File: config.mk
export PLATFORM = sky130hd
export DESIGN_NAME = dlfloat_addsub_pipe_flat
export DESIGN_NICKNAME = d
export VERILOG_FILES = /design/src/rtl/dlfloat_addsub_pipe_if.sv /design/src/rtl/dlfloat_addsub_pipe.sv /design/src/flat_wrapper.sv
export SDC_FILE = /design/constraint.sdc
export NUM_CORES = 1
export LEC_CHECK = 0
export CAP_MARGIN = 5
export CELL_PAD_IN_SITES_DETAIL_PLACEMENT = 0
export CELL_PAD_IN_SITES_GLOBAL_PLACEMENT = 1
export CORE_UTILIZATION = 46
export DETAILED_ROUTE_END_ITERATION = 10
export GPL_TIMING_DRIVEN = 1
export HOLD_SLACK_MARGIN = 0.08
export PLACE_DENSITY_LB_ADDON = 0.1
export SETUP_SLACK_MARGIN = 0.05
export SLEW_MARGIN = 20
export SYNTH_ARGS = -nofsm -noshare
export SYNTH_HDL_FRONTEND = slang
export SYNTH_SLANG_ARGS = --single-unit
File: constraint.sdc
create_clock -name clk -period 7.7 [get_ports clk]
set_clock_uncertainty 0.2 [all_clocks]
set_input_delay 1.54 -clock clk [delete_from_list [all_inputs] [get_ports clk]]
set_output_delay 1.54 -clock clk [all_outputs]
set_load 0.03 [all_outputs]
File: src/rtl/dlfloat_addsub_pipe_if.sv
// Operand/result bundle for the DLfloat add/subtract pipeline.
// Handshake: a beat moves on a rising edge only when valid and ready are both high; valid
// never depends on ready, and a producer holds its payload stable while valid && !ready.
interface dlfloat_addsub_pipe_if #(
    parameter int EXP_W = 6,
    parameter int MAN_W = 9,
    parameter int TAG_W = 4
);
    localparam int W = 1 + EXP_W + MAN_W;

    logic             in_valid;
    logic             in_ready;
    logic [W-1:0]     a;
    logic [W-1:0]     b;
    logic             op;
    logic [TAG_W-1:0] tag_in;
    logic             out_valid;
    logic             out_ready;
    logic [W-1:0]     result;
    logic [4:0]       flags;
    logic [TAG_W-1:0] tag_out;

    modport master (
        output in_valid, a, b, op, tag_in, out_ready,
        input  in_ready, out_valid, result, flags, tag_out
    );

    modport slave (
        input  in_valid, a, b, op, tag_in, out_ready,
        output in_ready, out_valid, result, flags, tag_out
    );
endinterface

File: src/rtl/dlfloat_addsub_pipe.sv
// Three-stage DLfloat add/subtract with round-to-nearest-even and a tag carried alongside.
// S1 aligns operands and resolves special cases, S2 adds and counts leading zeros, S3 rounds.
module dlfloat_addsub_pipe #(
    parameter int EXP_W = 6,
    parameter int MAN_W = 9,
    parameter int TAG_W = 4
) (
    input logic                  clk,
    input logic                  rst,
    dlfloat_addsub_pipe_if.slave io
);
    localparam int W   = 1 + EXP_W + MAN_W;
    localparam int SW  = MAN_W + 4;
    localparam int LZW = $clog2(SW + 1);
    localparam int EXW = EXP_W + 2;
    localparam logic [EXP_W-1:0] EXP_MAX = '1;

    function automatic logic [LZW-1:0] lzc(input logic [SW-1:0] v);
        logic [LZW-1:0] n;
        logic           found;
        n     = LZW'(SW);
        found = 1'b0;
        for (int i = SW - 1; i >= 0; i--) begin
            if (!found && v[i]) begin
                n     = LZW'(SW - 1 - i);
                found = 1'b1;
            end
        end
        return n;
    endfunction

    logic adv;
    logic out_valid_q;
    logic [W-1:0] result_q;
    logic [4:0] flags_q;
    logic [TAG_W-1:0] tag_out_q;

    // The whole pipe freezes while a result waits on the consumer.
    assign adv          = !out_valid_q || io.out_ready;
    assign io.in_ready  = adv;
    assign io.out_valid = out_valid_q;
    assign io.result    = result_q;
    assign io.flags     = flags_q;
    assign io.tag_out   = tag_out_q;

    logic sa, sb, swap, a_nan, b_nan, a_zero, b_zero;
    logic [EXP_W-1:0] ea, eb, e_diff;
    logic [MAN_W-1:0] ma, mb, m_big, m_small;
    logic [SW-1:0] small_ext, small_sh, lost_mask;
    logic s1_spec_d;
    logic [W-1:0] s1_sres_d;
    logic [4:0] s1_sflags_d;

    always_comb begin
        sa        = io.a[W-1];
        ea        = io.a[W-2:MAN_W];
        ma        = io.a[MAN_W-1:0];
        sb        = io.b[W-1] ^ io.op;
        eb        = io.b[W-2:MAN_W];
        mb        = io.b[MAN_W-1:0];
        a_nan     = &io.a[W-2:0];
        b_nan     = &io.b[W-2:0];
        a_zero    = (ea == '0);
        b_zero    = (eb == '0);
        swap      = {eb, mb} > {ea, ma};
        e_diff    = swap ? (eb - ea) : (ea - eb);
        m_big     = swap ? mb : ma;
        m_small   = swap ? ma : mb;
        small_ext = {1'b1, m_small, 3'b000};
        small_sh  = '0;
        lost_mask = '0;
        // Anything shifted past the sticky position collapses into a lone sticky bit.
        if ({{(32-EXP_W){1'b0}}, e_diff} >= 32'(MAN_W + 3)) begin
            small_sh = SW'(1);
        end else begin
            lost_mask   = ~({SW{1'b1}} << e_diff);
            small_sh    = small_ext >> e_diff;
            small_sh[0] = small_sh[0] | (|(small_ext & lost_mask));
        end
        s1_spec_d   = 1'b1;
        s1_sres_d   = '0;
        s1_sflags_d = '0;
        if (a_nan || b_nan) begin
            s1_sres_d   = '1;
            s1_sflags_d = 5'b10000;
        end else if (a_zero && b_zero) begin
            s1_sres_d = {sa & sb, {(W-1){1'b0}}};
        end else if (a_zero) begin
            s1_sres_d = {sb, io.b[W-2:0]};
        end else if (b_zero) begin
            s1_sres_d = io.a;
        end else begin
            s1_spec_d = 1'b0;
        end
    end

    logic s1_valid_q, s1_spec_q, s1_sign_q, s1_sub_q;
    logic [TAG_W-1:0] s1_tag_q;
    logic [W-1:0] s1_sres_q;
    logic [4:0] s1_sflags_q;
    logic [EXP_W-1:0] s1_exp_q;
    logic [SW-1:0] s1_big_q, s1_small_q;

    always_ff @(posedge clk) begin
        if (rst) begin
            s1_valid_q <= 1'b0;
        end else if (adv) begin
            s1_valid_q  <= io.in_valid;
            s1_tag_q    <= io.tag_in;
            s1_spec_q   <= s1_spec_d;
            s1_sres_q   <= s1_sres_d;
            s1_sflags_q <= s1_sflags_d;
            s1_sign_q   <= swap ? sb : sa;
            s1_sub_q    <= sa ^ sb;
            s1_exp_q    <= swap ? eb : ea;
            s1_big_q    <= {1'b1, m_big, 3'b000};
            s1_small_q  <= small_sh;
        end
    end

    logic [SW:0] s2_sum_d;

    always_comb begin
        if (s1_sub_q) s2_sum_d = {1'b0, s1_big_q} - {1'b0, s1_small_q};
        else          s2_sum_d = {1'b0, s1_big_q} + {1'b0, s1_small_q};
    end

    logic s2_valid_q, s2_spec_q, s2_sign_q;
    logic [TAG_W-1:0] s2_tag_q;
    logic [W-1:0] s2_sres_q;
    logic [4:0] s2_sflags_q;
    logic [EXP_W-1:0] s2_exp_q;
    logic [SW:0] s2_sum_q;
    logic [LZW-1:0] s2_lzc_q;

    always_ff @(posedge clk) begin
        if (rst) begin
            s2_valid_q <= 1'b0;
        end else if (adv) begin
            s2_valid_q  <= s1_valid_q;
            s2_tag_q    <= s1_tag_q;
            s2_spec_q   <= s1_spec_q;
            s2_sres_q   <= s1_sres_q;
            s2_sflags_q <= s1_sflags_q;
            s2_sign_q   <= s1_sign_q;
            s2_exp_q    <= s1_exp_q;
            s2_sum_q    <= s2_sum_d;
            s2_lzc_q    <= lzc(s2_sum_d[SW-1:0]);
        end
    end

    logic [SW-1:0] norm;
    logic [EXW-1:0] exp_n, exp_f;
    logic [MAN_W+1:0] mant_r;
    logic [MAN_W-1:0] man_f;
    logic inexact, rnd_up, ovf, unf;
    logic [W-1:0] result_d;
    logic [4:0] flags_d;

    always_comb begin
        if (s2_sum_q[SW]) begin
            norm    = s2_sum_q[SW:1];
            norm[0] = s2_sum_q[1] | s2_sum_q[0];
            exp_n   = {2'b00, s2_exp_q} + EXW'(1);
        end else begin
            norm  = s2_sum_q[SW-1:0] << s2_lzc_q;
            exp_n = {2'b00, s2_exp_q} - {{(EXW-LZW){1'b0}}, s2_lzc_q};
        end
        inexact = |norm[2:0];
        rnd_up  = norm[2] & (norm[1] | norm[0] | norm[3]);
        mant_r  = {1'b0, norm[SW-1:3]} + {{(MAN_W+1){1'b0}}, rnd_up};
        if (mant_r[MAN_W+1]) begin
            man_f = mant_r[MAN_W:1];
            exp_f = exp_n + EXW'(1);
        end else begin
            man_f = mant_r[MAN_W-1:0];
            exp_f = exp_n;
        end
        // exp_f is two's complement: a set top bit means the exponent went negative.
        ovf = !exp_f[EXW-1] && ((exp_f[EXW-2:EXP_W] != '0) ||
                                ((exp_f[EXP_W-1:0] == EXP_MAX) && (&man_f)));
        unf = exp_f[EXW-1] || (exp_f == '0);
        result_d = {s2_sign_q, exp_f[EXP_W-1:0], man_f};
        flags_d  = {1'b0, inexact, 3'b000};
        if (s2_spec_q) begin
            result_d = s2_sres_q;
            flags_d  = s2_sflags_q;
        end else if (s2_sum_q == '0) begin
            result_d = '0;
            flags_d  = '0;
        end else if (ovf) begin
            result_d = {s2_sign_q, EXP_MAX, {(MAN_W-1){1'b1}}, 1'b0};
            flags_d  = 5'b01100;
        end else if (unf) begin
            result_d = {s2_sign_q, {(W-1){1'b0}}};
            flags_d  = 5'b01010;
        end
    end

    always_ff @(posedge clk) begin
        if (rst) begin
            out_valid_q <= 1'b0;
            result_q    <= '0;
            flags_q     <= '0;
            tag_out_q   <= '0;
        end else if (adv) begin
            out_valid_q <= s2_valid_q;
            if (s2_valid_q) begin
                result_q  <= result_d;
                flags_q   <= flags_d;
                tag_out_q <= s2_tag_q;
            end
        end
    end
endmodule
File: src/flat_wrapper.sv
// flat-port wrapper written by rule: the top's interface ports become plain ports
module dlfloat_addsub_pipe_flat 
#(
    parameter int EXP_W = 6,
    parameter int MAN_W = 9,
    parameter int TAG_W = 4
)
  (clk, rst, io_in_valid, io_a, io_b, io_op, io_tag_in, io_out_ready, io_in_ready, io_out_valid, io_result, io_flags, io_tag_out);
  dlfloat_addsub_pipe_if #(.EXP_W(EXP_W), .MAN_W(MAN_W), .TAG_W(TAG_W)) io_i ();
  input logic clk;
  input logic rst;
  input wire logic [$bits(io_i.in_valid)-1:0] io_in_valid;
  input wire logic [$bits(io_i.a)-1:0] io_a;
  input wire logic [$bits(io_i.b)-1:0] io_b;
  input wire logic [$bits(io_i.op)-1:0] io_op;
  input wire logic [$bits(io_i.tag_in)-1:0] io_tag_in;
  input wire logic [$bits(io_i.out_ready)-1:0] io_out_ready;
  output wire logic [$bits(io_i.in_ready)-1:0] io_in_ready;
  output wire logic [$bits(io_i.out_valid)-1:0] io_out_valid;
  output wire logic [$bits(io_i.result)-1:0] io_result;
  output wire logic [$bits(io_i.flags)-1:0] io_flags;
  output wire logic [$bits(io_i.tag_out)-1:0] io_tag_out;
  assign io_i.in_valid = io_in_valid;
  assign io_i.a = io_a;
  assign io_i.b = io_b;
  assign io_i.op = io_op;
  assign io_i.tag_in = io_tag_in;
  assign io_i.out_ready = io_out_ready;
  assign io_in_ready = io_i.in_ready;
  assign io_out_valid = io_i.out_valid;
  assign io_result = io_i.result;
  assign io_flags = io_i.flags;
  assign io_tag_out = io_i.tag_out;
  dlfloat_addsub_pipe #(.EXP_W(EXP_W), .MAN_W(MAN_W), .TAG_W(TAG_W)) u_core (.clk(clk), .rst(rst), .io(io_i));
endmodule
==> impl_metrics.csv, run 1 <==
group,metric,value,unit
synthesis,syn_area,8920,sq um
worst_setup_path,slowest_delay,0.88,ns
timing,finalSetupTns,0,ns
cells_and_area,drive_above_1_share,7.11,%
placement,place_congestion,0.914,
synthesis,synth_top_flop_cell,"edfxtp_1",
timing,rsz0062_at_grt,"no",
timing,period_share,76.0,%
placement,io_buffers,66,
global_route,grt_pass1_vias,7027,
floorplan,core_area,18800,sq um
worst_setup_path,cpLargestDelayFamily,"buffers and inverters",
clocking,ctsResizeCount,0,
worst_setup_path,worst_r2r_endpoint,"u_core.io.result[3]",
min_path,holdCritPathClass,"flip-flop to flip-flop",
synthesis,asyncSetResetFlopFracSynth,0,%
route,via_count,7440,
global_route,grt_pass1_wl,37700,microns
global_route,antenna_found_initial,0,
synthesis,synthCells,951,
flow_run,drv_cap,0,
min_path,hold_depth,0,
worst_setup_path,startpoint_type,"input pin",
cells_and_area,diodes,0,
cells_and_area,final_common_cell,"edfxtp_1",
timing,drv_slew,0,
power_and_ir_drop,leakage,0.00402,uW
clocking,clockBufferDepth,2,
floorplan,die-width,141,microns
global_route,grt_max_degree,53,
min_path,holdPathEnd,"u_core.s2_sres_q[10]",
route,viasPerCell,5.85,
timing,relSlewSlack,39.2,%
worst_setup_path,slowest_stage,"ha_1",
worst_setup_path,cp_cell_sequence,"clkdlybuf4s50_1 > inv_1 > ha_1 > nand3_1 > nor3_1 > o211ai_1 > a22oi_2 > buf_4 > mux2i_1 > xor2_1 > buf_4 > o2bb2ai_1 > a211o_1 > a32oi_1 > nand4_1",
worst_setup_path,r2r_start,"u_core.s2_lzc_q[0]",
cells_and_area,fin_cells,1272,
clocking,post-cts-setup-buffers,0,
route,firstDrtPassIters,5,
synthesis,ys_ff_latch,126,
power_and_ir_drop,p_per_area,233,nW/um^2
cells_and_area,layout_common_cells,"99 x edfxtp_1, 88 x nand2_1, 79 x nor2_1",
global_route,overflow,0,
route,drtAntennaViolNets,0,
placement,place_inst,1240,
synthesis,ys_types,83,
worst_setup_path,startpoint,"io_b[9]",
route,drc,0,
clocking,numCtsBuffers,17,
worst_setup_path,crit_type,"input pin to flip-flop",
clocking,htree_num_levels,4,
timing,finalHoldViolCount,0,
worst_setup_path,r2r_cells,15,
floorplan,die-area,19900,sq um
worst_setup_path,crit_top_cell,"buf_4",
clocking,clkTransAtPathRegs,0.06,ns
cells_and_area,area_growth,16.7,%
status,status,"finished, final reports clean",
timing,min_period,5.85,ns
clocking,clock-sinks,126,
synthesis,avgSynthCellArea,9.38,sq um
clocking,cts_tree,"yes",
cells_and_area,ff_latch_area,3510,sq um
floorplan,start_util,47.3,%
placement,hpwl,17800,microns
floorplan,row_count,50,
floorplan,die_y,141,microns
synthesis,synth_warnings,0,
route,drt-total-wl,23600,microns
timing,setup_violations,0,
timing,tightest_slew,0.889,ns
cells_and_area,multi_input_area,5000,sq um
clocking,clk_latency,0.41,ns
worst_setup_path,cp_max_fo,52,
floorplan,ios,68,
worst_setup_path,path_buf_inv,4,
worst_setup_path,rrSetupSlack,2.66,ns
worst_setup_path,cp-end-kind,"flip-flop",
cells_and_area,fin_nets,1093,
route,routedWlPerCell,18.6,microns
clocking,clockRootBuffer,"clkbuf_16",
global_route,track_usage,24.4,%
synthesis,synth_edf_count,99,
worst_setup_path,critical_path_arrival,5.80,ns
clocking,cts_hold_buf,0,
synthesis,syn-num-nets,1045,
route,drt_iter0_drc,543,
timing,max_freq,0.171,GHz
synthesis,seq_area_frac_synth,39.4,%
min_path,min_from,"u_core.s1_sres_q[10]",
worst_setup_path,required,7.65,ns
cells_and_area,fill_cells,1729,
power_and_ir_drop,ir_drop,0.000153,V
per-stage QoR:
| step | utilization (%) | power, uW | setup slack, ns | hold slack (ns) | area (sq um) |
|---|---|---|---|---|---|
| 2_1_floorplan | - | 1420 | 0.405 | 0.200 | 8920 |
| 3_3_place_gp | 52.0 | 1640 | 1.48 | 0.200 | 9800 |
| 3_5_place_dp | 52.1 | 1640 | 1.45 | 0.205 | 9810 |
| 4_1_cts | 55.3 | 2430 | 1.89 | 0.216 | 10400 |
| 5_1_grt | 55.3 | 2550 | 1.57 | 0.222 | 10400 |
| 6_report | 55.3 | 2420 | 1.85 | 0.213 | 10400 |
report_power, final:
part	internal, uW	switching [uW]	total [uW]	leakage (uW)
sequential	805	58.5	864	0.00121
clock	488	299	787	0.000301
combinational	307	464	771	0.00251
cell usage after synthesis, drive strengths merged (12+ instances only):
master  number  area, sq um
nor3        31          155
dfxtp       27          541
nor2        79          297
a211oi      19          148
a21o        12         90.1
xnor2       15          131
clkbuf      40          150
nand2b      12         75.1
xor2        15          131
ha          49          613
inv         57          214
nand2       88          330
a21oi       52          260
o21ai       48          244
nand4       18          113
nand3       26          130
nor4        15          100
mux2i       42          420
edfxtp      99         2970
worst max path at each step:
stage	endpoint	depth (start not counted)
final	u_core.s1_small_q[0]	15
after global routing	u_core.s1_small_q[0]	13
after CTS	u_core.s1_small_q[0]	15
after detailed placement	u_core.s1_small_q[0]	15
after global placement	u_core.s1_small_q[0]	13
after floorplan	u_core.s1_big_q[10]	3
flip-flops by register name (all words and copies together), names as in the netlist, 4 cells and up:
signal             flops
u_core.io.result      16
u_core.s1_sres_q      16
u_core.s2_sres_q      16
u_core.s2_sum_q       14
u_core.s1_small_q     13
u_core.s1_big_q        9
u_core.s1_exp_q        6
u_core.s2_exp_q        6
u_core.io.flags        4
u_core.io.tag_out      4
u_core.s1_tag_q        4
u_core.s2_lzc_q        4
u_core.s2_tag_q        4
routing by layer:
layer,vias up,share of wire (%),global-route usage (%)
met2,241,48,40.1
met4,0,2.8,10.0
met1,3467,46,32.7
met5,-,0,0
met3,47,3.8,2.85
li1,3685,-,-
final cells by class:
cell class	instances	area share, %
Clock buffer	19	4.57
Clock inverter	13	1.18
Inverter	59	2.13
Multi-Input combinational cell	718	48.1
Sequential cell	126	33.8
Tap cell	260	3.13
Timing Repair Buffer	77	7.14
cell families after synthesis:
logic type,synth area share [%]
xor+xnor,2.95
buf+inv,4.69
simple gates,18.1
other cells,0.0421
mux,7.58
fa+ha+maj,7.77
flops,39.4
compound gates,19.4
Power figures use the tool's default switching activity.
==> run 2: changes to the inputs <==
clock period = 5.65 ns   (was 7.7 ns; I/O delays follow)
==> run 2 against run 1 <==
Critical path depth is the same. Worst setup slack lost 1.1 ns. First-iteration DRC count grew 21%. Clock power grew 33%. Clock-buffer cell count grew 1. Cell count grew 0.94%. Power grew 36%. Combinational power grew 37%. Via count is essentially flat. Global-route usage shrank 0.49 points. Die area is the same. Flip-flop and latch count is the same. Critical endpoint unchanged. Largest cell class unchanged. Highest routed layer unchanged.
==> impl_metrics.csv, run 2 (synthesized netlist as in run 1, its figures left out) <==
group,metric,value,unit
global_route,grt_pass1_vias,7002,
worst_setup_path,critical_path_arrival,4.85,ns
cells_and_area,diodes,0,
floorplan,die_y,141,microns
global_route,track_usage,23.9,%
global_route,grt_max_degree,74,
power_and_ir_drop,p_int,2190,uW
worst_setup_path,required,5.60,ns
cells_and_area,multi_input_area,5000,sq um
cells_and_area,utilization,55.8,%
cells_and_area,final_common_cell,"edfxtp_1",
clocking,clk_latency,0.41,ns
placement,io_buffers,66,
timing,tightest_slew,0.861,ns
route,viasPerCell,5.80,
floorplan,core_area,18800,sq um
min_path,holdCritPathClass,"flip-flop to flip-flop",
route,firstDrtPassIters,5,
worst_setup_path,cp-end-kind,"flip-flop",
global_route,antenna_found_initial,0,
timing,max_freq,0.204,GHz
route,drt-total-wl,23000,microns
worst_setup_path,crit_type,"input pin to flip-flop",
clocking,cts_hold_buf,0,
timing,relSlewSlack,41.8,%
flow_run,drv_cap,0,
power_and_ir_drop,p_switching,1100,uW
timing,min_period,4.90,ns
cells_and_area,drive_above_1_share,8.01,%
timing,rsz0062_at_grt,"no",
global_route,grt_pass1_wl,37100,microns
clocking,post-cts-setup-buffers,0,
route,drtAntennaViolNets,0,
cells_and_area,fill_cells,1703,
timing,finalHoldViolCount,0,
clocking,clockRootBuffer,"clkbuf_16",
placement,hpwl,17500,microns
floorplan,start_util,47.3,%
route,drc,0,
route,via_count,7446,
clocking,clkTransAtPathRegs,0.06,ns
clocking,clockBufferDepth,2,
route,drt_iter0_drc,657,
global_route,overflow,0,
clocking,clock-sinks,126,
cells_and_area,area_growth,17.8,%
power_and_ir_drop,p_per_area,313,nW/um^2
worst_setup_path,cp_max_fo,31,
timing,period_share,86.8,%
cells_and_area,ff_latch_area,3510,sq um
floorplan,row_count,50,
clocking,htree_num_levels,4,
power_and_ir_drop,comb_power_share,32.1,%
power_and_ir_drop,swShare,33.5,%
timing,finalSetupTns,0,ns
cells_and_area,fin_nets,1105,
power_and_ir_drop,clockPowerShare,31.9,%
status,status,"finished, final reports clean",
worst_setup_path,startpoint_type,"input pin",
timing,setup_violations,0,
cells_and_area,layout_common_cells,"99 x edfxtp_1, 88 x nand2_1, 79 x nor2_1",
clocking,ctsResizeCount,0,
power_and_ir_drop,ir_drop,0.000208,V
clocking,cts_tree,"yes",
timing,drv_slew,0,
power_and_ir_drop,leakage,0.00407,uW
clocking,numCtsBuffers,17,
placement,place_congestion,0.900,
route,routedWlPerCell,17.9,microns
worst_setup_path,rrSetupSlack,0.82,ns
floorplan,die-area,19900,sq um
power_and_ir_drop,pwr-share-seq,36.0,%
floorplan,die-width,141,microns
floorplan,ios,68,
==> run 2: metal layers <==
| metal | share of wire, % | track usage (%) |
|---|---|---|
| met1 | 47 | 32.4 |
| met2 | 48 | 39.1 |
| met3 | 3.9 | 3.70 |
| met4 | 1.6 | 7.61 |
| met5 | 0 | 0 |
==> run 2: cell type report <==
cell class	count	share of cell area, %
inverters	59	2.11
repair buffers	89	8.17
multi-input cells	718	47.6
clock buffers	20	4.56
well taps	260	3.10
flip-flops and latches	126	33.5
clock inverters	12	1.02
==> run 2: final timing paths <==
path                                            from                    to  cells after the start
worst max register to register    u_core.s2_lzc_q[1]  u_core.io.result[11]                     10
worst min-delay path            u_core.s1_sres_q[12]  u_core.s2_sres_q[12]                      0
worst max-delay path                        io_b[12]  u_core.s1_small_q[0]                     15
worst min register to register  u_core.s1_sres_q[12]  u_core.s2_sres_q[12]                      0
==> run 2: metrics by stage <==
step	worst slack (ns)	cell area, sq um	hold WS [ns]	total power, uW	instances
after floorplan	0.633	8920	0.200	1930	951
after global placement	0.425	9920	0.201	2260	1252
after detailed placement	0.370	9920	0.205	2250	1252
after CTS	0.815	10500	0.215	3300	1284
after global routing	0.303	10500	0.220	3470	1284
final	0.747	10500	0.213	3290	1284
==> run 2: worst max-delay path, cell delays in order <==
cell             delay (ns)
clkdlybuf4s50_1        0.59
inv_1                  0.07
ha_1                   0.44
nand3_1                0.16
nor3_1                 0.30
o211ai_1               0.15
a22oi_2                0.36
buf_12                 0.23
buf_4                  0.25
mux2i_1                0.46
nand2_1                0.13
nand4_1                0.10
o311ai_0               0.12
a32oi_1                0.22
nand4_1                0.11
==> run 2: power by group through the flow <==
stage	Sequential, uW	Clock, uW	Combinational (uW)
2_1_floorplan	1170	0	755
3_3_place_gp	1200	0	1050
3_5_place_dp	1200	0	1040
4_1_cts	1180	1070	1050
5_1_grt	1200	1110	1170
6_report	1190	1050	1060
==> run 3: changes to the inputs <==
TNS_END_PERCENT = 50   (was unset)
==> results of run 3 <==
The final DEF is identical to that of run 2; final timing and power are the same.
